**src/rtl/frank_sequencer.sv**
```systemverilog
// FRANK6000 program sequencer: PC, Z/N/C flag register and the IDLE/FETCH/EXEC/HALT control FSM.
// Optional single-step mode (adds i_step) is enabled by defining FRANK_SEQ_SINGLE_STEP_EN.
module frank_sequencer #(
  parameter int                  PC_WIDTH = 8,
  parameter logic [PC_WIDTH-1:0] RESET_PC = '0
) (
  input  logic                i_clk,
  input  logic                i_reset,
  input  logic                i_run,
`ifdef FRANK_SEQ_SINGLE_STEP_EN
  input  logic                i_step,
`endif
  output logic                o_mem_req,
  input  logic                i_mem_ready,
  output logic                o_ir_load,
  output logic                o_exec,
  input  logic                i_is_jump,
  input  logic [1:0]          i_jump_cond,
  input  logic [PC_WIDTH-1:0] i_jump_target,
  input  logic                i_halt,
  input  logic [2:0]          i_status,
  input  logic                i_status_we,
  output logic [PC_WIDTH-1:0] o_pc,
  output logic [2:0]          o_status,
  output logic                o_jump_taken,
  output logic                o_halted
);

  typedef enum logic [1:0] {
    ST_IDLE  = 2'd0,
    ST_FETCH = 2'd1,
    ST_EXEC  = 2'd2,
    ST_HALT  = 2'd3
  } state_t;

  state_t              state_reg, state_next;
  logic [PC_WIDTH-1:0] pc_reg, pc_next;
  logic [2:0]          status_reg, status_next;

  logic [3:0] cond_match;
  logic       jump_hit;
  logic       launch;
  logic       exec_continue;

  // Condition code 0 is unconditional; codes 1..3 select flag bits Z, N, C.
  assign cond_match[0] = 1'b1;
  genvar gi;
  generate
    for (gi = 1; gi < 4; gi++) begin : g_cond
      assign cond_match[gi] = status_reg[gi-1];
    end
  endgenerate

  assign jump_hit = i_is_jump & cond_match[i_jump_cond];

`ifdef FRANK_SEQ_SINGLE_STEP_EN
  assign launch        = i_run & i_step;
  assign exec_continue = 1'b0;
`else
  assign launch        = i_run;
  assign exec_continue = i_run;
`endif

  always_comb begin
    state_next   = state_reg;
    pc_next      = pc_reg;
    status_next  = status_reg;
    o_mem_req    = 1'b0;
    o_ir_load    = 1'b0;
    o_exec       = 1'b0;
    o_jump_taken = 1'b0;
    o_halted     = 1'b0;
    case (state_reg)
      ST_IDLE: begin
        if (launch) state_next = ST_FETCH;
      end
      ST_FETCH: begin
        o_mem_req = 1'b1;
        o_ir_load = i_mem_ready;
        if (i_mem_ready) state_next = ST_EXEC;
      end
      ST_EXEC: begin
        o_exec = 1'b1;
        // Jump decision reads status_reg, so a same-cycle flag write only affects later jumps.
        if (i_status_we) status_next = i_status;
        if (i_halt) begin
          state_next = ST_HALT;
        end else begin
          if (jump_hit) begin
            o_jump_taken = 1'b1;
            pc_next      = i_jump_target;
          end else begin
            pc_next = pc_reg + PC_WIDTH'(1);
          end
          state_next = exec_continue ? ST_FETCH : ST_IDLE;
        end
      end
      ST_HALT: begin
        o_halted = 1'b1;
      end
      default: state_next = ST_IDLE;
    endcase
  end

  always_ff @(posedge i_clk) begin
    if (i_reset) begin
      state_reg  <= ST_IDLE;
      pc_reg     <= RESET_PC;
      status_reg <= 3'b000;
    end else begin
      state_reg  <= state_next;
      pc_reg     <= pc_next;
      status_reg <= status_next;
    end
  end

  assign o_pc     = pc_reg;
  assign o_status = status_reg;

endmodule

```
**config.mk**
```make
export PLATFORM = sky130hd
export DESIGN_NAME = frank_sequencer
export DESIGN_NICKNAME = d
export VERILOG_FILES = /design/src/rtl/frank_sequencer.sv
export SDC_FILE = /design/constraint.sdc
export NUM_CORES = 1
export LEC_CHECK = 0
export ABC_AREA = 1
export CORE_UTILIZATION = 60
export DETAILED_ROUTE_END_ITERATION = 8
export DONT_BUFFER_PORTS = 1
export MAX_ROUTING_LAYER = met4
export PLACE_DENSITY = 0.75
export SYNTH_ARGS = -nofsm -noshare
export SYNTH_HDL_FRONTEND = slang
export SYNTH_SLANG_ARGS = --single-unit
export TNS_END_PERCENT = 10
```
**constraint.sdc**
```tcl
create_clock -name i_clk -period 1.5 [get_ports i_clk]
set_input_delay 0.225 -clock i_clk [delete_from_list [all_inputs] [get_ports i_clk]]
set_output_delay 0.225 -clock i_clk [all_outputs]
set_load 0.01 [all_outputs]
```
* After elaboration in Yosys (flattened, before gate mapping)
Cells that the tools add are included.
** Cells by class
- Bitwise logic cells :: 2
- Equal/unequal tests :: 5
- Reductions and logical operators :: 5
- Muxes and demuxes :: 15
- Magnitude comparators :: 1
- $add $sub $neg :: 1
** Operators by type and width (number)
- two-way mux 1 bit :: 9
- adder 8 x 1 -> 8 bit (second input constant) :: 1
- two-way mux 8 bit :: 1
- two-way mux 2 bit :: 3
- one-hot mux 2 bit (3 select lines) :: 1
- equality test 2 bit (second input constant) :: 2
- inequality test 2 bit (second input constant) :: 2
- AND reduction 2 bit :: 2
- < comparator 2 x 3 -> 1 bit (second input constant) :: 1
- AND reduction 3 bit :: 1
- nonzero test 3 bit :: 1
- binary-select mux 1 bit (select 2 bit) :: 1
- equality test 2 x 1 -> 1 bit (second input constant) :: 1
- logical NOT 2 bit :: 1
- bitwise AND 1 bit :: 1
- inverter 1 bit :: 1
** Word-level totals
- Input bits :: 20
- Register bits after elaboration :: 13
- Logic and storage cells :: 32
- Output and inout bits :: 16

* Logic depth before layout (Yosys ltp)
Gate-level depths: netlist (run 1).
- Depth in word-level cells :: 6
- Gate-level depth with buffers :: 9
- Gate-level depth less buffers :: 9

* Worst setup path after synthesis (run 1)
No wires, ideal clock.
- Path type :: flip-flop to flip-flop
- Start point :: register state_reg[0]
- End point :: register pc_reg[3] (netlist: o_pc[3])
- Data arrival time :: 1305 ps
- Library setup time :: 117 ps
- Stages on the path, launching flop included :: 10
- Path buffers :: 1
- Slack :: 78 ps
- Clock period less this slack :: 1422 ps
- Data required time :: 1383 ps
- Path through :: dfxtp_1 inv_1 ha_1 inv_2 nor2_2 buf_6 nand4_4 clkinv_2 o21ai_0 nor2_1
** On the way
- Word-level cells in the longest chain between the ends :: 2
** Ends and longest elaborated chain
- from (decl) :: RTL line 36 : state_t state_reg, state_next;
- from (signal assigned) :: RTL line 111 : state_reg <= state_next;
- equality test 2 bit :: RTL line 73 : case (state_reg)
- AND reduction 2 bit (no source line)
- to (signal assigned) :: RTL line 112 : pc_reg <= pc_next;
- to (decl) :: RTL line 37 : logic [PC_WIDTH-1:0] pc_reg, pc_next;
Every way passes these cells.
A chain may end at the register's enable or synchronous reset.

* Worst setup path in the final report (run 1)
- Start point :: register state_reg[0]
- End point :: output port o_jump_taken
** On the way
- Word-level cells in the longest chain between the ends :: 2
** Ends and longest elaborated chain
- equality test 2 bit :: RTL line 73
- two-way mux 1 bit :: RTL line 73
- to (decl) :: RTL line 25 : output logic o_jump_taken,
Every way passes these cells.

==> run metrics, run 1 <==
Synth cell types=23; row count=13; Setup crit start kind=register; first-pass GRT wire length=3040 um; Req. time, crit path=1.27 ns; Area growth syn-to-layout=17.3%; max cap viols=0; Detail Route Antenna Nets=0; Min-Delay Path Class=input port to register; Seq/Total Area, Yosys=29.3%; CTS max path bufs=2; post-synth top area cell=dfxtp_1; DP HPWL=1500 um; area taken by flip-flops and latches=265 um^2; via count=862; internal power=0.817 mW; NetSw=0.599 mW; layout cells sized above 1=22.6%; CTS root buffer=clkbuf_4; CP Data Arrival Time=1.25 ns; CTS tree=done; critical path's top delay family=flip-flops; CP Capture Type=primary output; number of antenna violations at the first check in global routing=0; FF+latch count, synth=13; fin cells=161; vias in the first global route=730; fin crit share=98.0%; Routed WL=2090 um; Max-slew headroom=81.3%; run status=finished clean; Design Area, Final=0.00104 mm^2; Static Leak=0.497 nW; Buf/Inv on CP=3; Flop pwr share=36.7%; Slowest cell on crit path=dfxtp_2; H-tree depth=1; placed cell area=928 um^2; Gate Count Post-Synth=132; clock power share=15.9%; worst skew pair latency=0.28 ns; Chip Width=40.5 um; Die ar.=0.00164 mm^2; DRC=0; Comb pwr share=47.4%; top cells by area, synth=dfxtp_1 (29%), inv_1 (10%), nand2_1 (9.3%); multi-input logic area=533 um^2; Clock Sinks=13; TNS Setup=0 ns; Slew @ Worst Pin=0.280 ns; core area=0.00133 mm^2; diode count=0; syn avg cell area=6.72 um^2; Initial Util=66.5%; minimum clock period=1.47 ns; RSZ-0062 raised after global routing=yes; Yosys top cell area share=29.3%; Net Count, Synth=158; Worst-path clk slew=0.09 ns; Final Skew=0.00598 ns; Initial DRT Pass Iterations=4; max reg flops=8; total of fill cells in the finished design=109; GPL Wtd Cong=0.762; drt initial violations=7; grt total ovfl=0; Crit Path Class=register to primary output; most frequent cells in the layout=inv_1 (21), nand2_1 (21), nor2_1 (19), o21ai_0 (12); crit-path cells=inv_2, ha_4, inv_4, nor2_4, nand4_4, clkinv_4; Switching Fraction=42.3%; synthesized area=887 um^2; worst hold margin=0.000190 ns; Finished Core Util=78.0%; Chip Height=40.5 um; DR vias/cell=5.35; drt wl/cell=13.0 um; crit path max fanout=4; CP peak stage delay=0.34 ns; max-slew violation count=0; nets=173; Setup Viol. Count Final=0; Hold Vio Cnt, Final=0; PortBufs=0; PD cells=1360 mW/mm^2; CTS buffer count=3; placed insts=151; Peak Freq=680 MHz; IO Pins=36; YS warnings=0; worst vdd rail ir drop=0.00102 V; GRT Total Usage=29.2%; largest net degree at the start of global routing=13
## cells by family (layout without fill, tap and decap cells)
group / Yosys count / in the layout / share of synthesized area (%)
compound gates: 28 / 28 / 17.8
xor+xnor: 2 / 2 / 1.97
fa+ha+maj: 6 / 6 / 8.46
buf+inv: 28 / 42 / 13.7
flops: 13 / 13 / 29.3
simple gates: 55 / 55 / 28.8
## routing by layer
metal  track usage, %  wire [um]  share of wire, %
met5                -          0                 0
met2             48.8       1020                49
met4             10.8         19              0.91
met1             33.2        919                44
met3             7.22        127               6.1
## what timing repair did
item	CTS	global route
hold endpoints to repair	0	1
pin swaps	0	3
gates resized for setup	9	7
endpoints found under the setup margin	1	5
hold buffers	0	1
setup buffers	2	4
## synth_stat cells (all sizes together)
library cell / n
dfxtp: 13
clkinv: 1
nand3: 9
inv: 25
a22oi: 1
a31oi: 1
xor2: 2
o21ai: 17
nand4: 3
a21oi: 8
nand2: 23
buf: 2
a211oi: 1
nor2: 20
ha: 6
## power groups by stage
stage,registers [mW],logic [mW],clock network (mW)
after global routing,0.529,0.762,0.233
after floorplan,0.499,0.396,0
after CTS,0.512,0.590,0.222
after detailed placement,0.501,0.535,0
after global placement,0.495,0.519,0
final,0.520,0.671,0.225
## worst paths after layout
check | depth (start not counted) | startpoint | end | slack (ns)
setup / recovery | 6 | state_reg[0] | o_jump_taken | 0.03
hold / removal | 1 | i_reset | o_pc[7] | 0.0002
setup reg to reg | 10 | state_reg[0] | o_pc[5] | 0.12
hold reg to reg | 2 | state_reg[1] | state_reg[1] | 0.54
## metrics by stage
step / total power [mW] / worst slack [ns]
floorplan: 0.895 / 0.0779
global placement: 1.01 / 0.139
detailed placement: 1.04 / 0.0656
CTS: 1.32 / 0.000430
global route: 1.52 / -0.0302
finish: 1.42 / 0.0298
## layout make-up
cell class	count	share of cell area [%]
clock buffers	4	2.52
inverters	26	10.1
multi-input cells	91	51.2
flip-flops and latches	13	25.5
well taps	15	1.80
repair buffers	12	8.89
Note: power is estimated with default switching activity, not from simulation.
==> run 2, diff against run 1 <==
--- a/config.mk
+++ b/config.mk
@@ -10,7 +10,7 @@
 export DETAILED_ROUTE_END_ITERATION = 8
 export DONT_BUFFER_PORTS = 1
 export MAX_ROUTING_LAYER = met4
-export PLACE_DENSITY = 0.75
+export PLACE_DENSITY = 0.81
 export SYNTH_ARGS = -nofsm -noshare
 export SYNTH_HDL_FRONTEND = slang
 export SYNTH_SLANG_ARGS = --single-unit
==> run metrics, run 2 (same netlist as run 1, synthesis figures left out) <==
run status=finished, violations left; failing checks=negative setup slack; Routed WL=2190 um; worst slack, placed=0.0783 ns; CTS tree=done; DP HPWL=1510 um; Reg-to-Reg Start=state_reg[0]; number of antenna violations at the first check in global routing=0; worst hold margin=0.0803 ns; min-delay src=i_reset; Initial Util=66.5%; DR vias/cell=5.52; Req. time, crit path=1.27 ns; max reg flops=8; Worst Hold Depth=3; grt total ovfl=0; max-slew violation count=0; drt wl/cell=13.4 um; crit path max fanout=3; Slew @ Worst Pin=0.262 ns; Finished Core Util=79.0%; Crit Path Class=register to primary output; Final Skew=0.00600 ns; diode count=0; Initial DRT Pass Iterations=4; largest net degree at the start of global routing=13; CTS max path bufs=2; CTS root buffer=clkbuf_4; PortBufs=0; Chip Height=40.5 um; critical path's top delay family=flip-flops; Die ar.=0.00164 mm^2; vias in the first global route=753; GPL Wtd Cong=0.861; area taken by flip-flops and latches=265 um^2; Chip Width=40.5 um; Max-slew headroom=82.5%; via count=900; RSZ-0062 raised after global routing=yes; worst reg-to-reg setup slack=0.06 ns; Setup Viol. Count Final=1; worst r2r path cells=11; most frequent cells in the layout=inv_1 (22), nand2_1 (22), nor2_1 (19), o21ai_0 (12); Slowest cell on crit path=dfxtp_2; R2R Path End=o_pc[5]; most frequent CP cell=inv_2; Setup crit start kind=register; minimum clock period=1.55 ns; Area growth syn-to-layout=18.8%; TNS Setup=-0.0523 ns; drt initial violations=53; layout cells sized above 1=21.6%; Clock Sinks=13; CP peak stage delay=0.33 ns; multi-input logic area=526 um^2; Worst-path clk slew=0.08 ns; Min-Delay Path Class=input port to register; Peak Freq=644 MHz; core area=0.00133 mm^2; GRT Total Usage=29.3%; PD cells=1350 mW/mm^2; IO Pins=36; Hold EP=o_pc[1]; Buf/Inv on CP=4; total of fill cells in the finished design=101; first-pass GRT wire length=3010 um; DRC=0; worst vdd rail ir drop=0.00116 V; worst skew pair latency=0.28 ns; Hold Vio Cnt, Final=0; Static Leak=0.508 nW; min setup slack post-route=-0.0523 ns; row count=13; H-tree depth=1; Detail Route Antenna Nets=0; crit-path cells=inv_2, ha_4, inv_2, nor2_4, buf_6, nand4_4, clkinv_4; nets=175; CP Data Arrival Time=1.33 ns; CTS buffer count=3; fin crit share=103%; CP Capture Type=primary output; max cap viols=0
[run 2: repair_timing]
item,in CTS,in global routing
cloned,0,0
pin swaps,1,4
setup endpoints to repair,1,6
buffers inserted,3,3
gates resized for setup,8,5
hold buffers,0,1
hold endpoints to repair,0,3
[run 2: final cells by class]
cell class / count / area share, %
Multi-Input combinational cell: 91 / 49.9
Sequential cell: 13 / 25.2
Timing Repair Buffer: 14 / 10.9
Inverter: 26 / 9.74
Clock buffer: 4 / 2.49
Tap cell: 15 / 1.78
[run 2: worst max-delay path by stage]
stage,startpoint,to,slack (ns),depth (start not counted)
floorplan,state_reg[0],o_pc[3],0.08,9
detailed placement,state_reg[0],o_pc[3],0.08,9
global route,state_reg[0],o_jump_taken,-0.12,7
finish,state_reg[0],o_jump_taken,-0.05,7
global placement,state_reg[0],o_pc[3],0.14,9
CTS,state_reg[0],o_jump_taken,0.001,7
[run 2: power by group]
group / leakage, nW / total [mW] / switching (mW) / internal (mW)
combinational: 0.387 / 0.687 / 0.381 / 0.306
clock: 0.0150 / 0.224 / 0.121 / 0.103
sequential: 0.107 / 0.510 / 0.0845 / 0.426
total: 0.508 / 1.42 / 0.586 / 0.835
[run 2: routing by layer]
metal	vias up	track usage, %	wire length [um]
met1	401	31.0	857
met5	-	-	0
met2	40	50.8	1140
met4	0	12.5	28
met3	5	7.22	162
li1	454	-	-
[run 2: stage by stage]
step                      power, mW  area, um^2  cells
final                          1.42        1050    163
after global routing           1.53        1050    163
after CTS                      1.35        1010    159
after detailed placement       1.04         936    152
after global placement         1.02         936    152
after floorplan               0.895         887    132
[run 2: tightest hold or removal path, stage by stage]
cell     delay, ns
nor2_1        0.02
nand2_1       0.05
inv_1         0.03
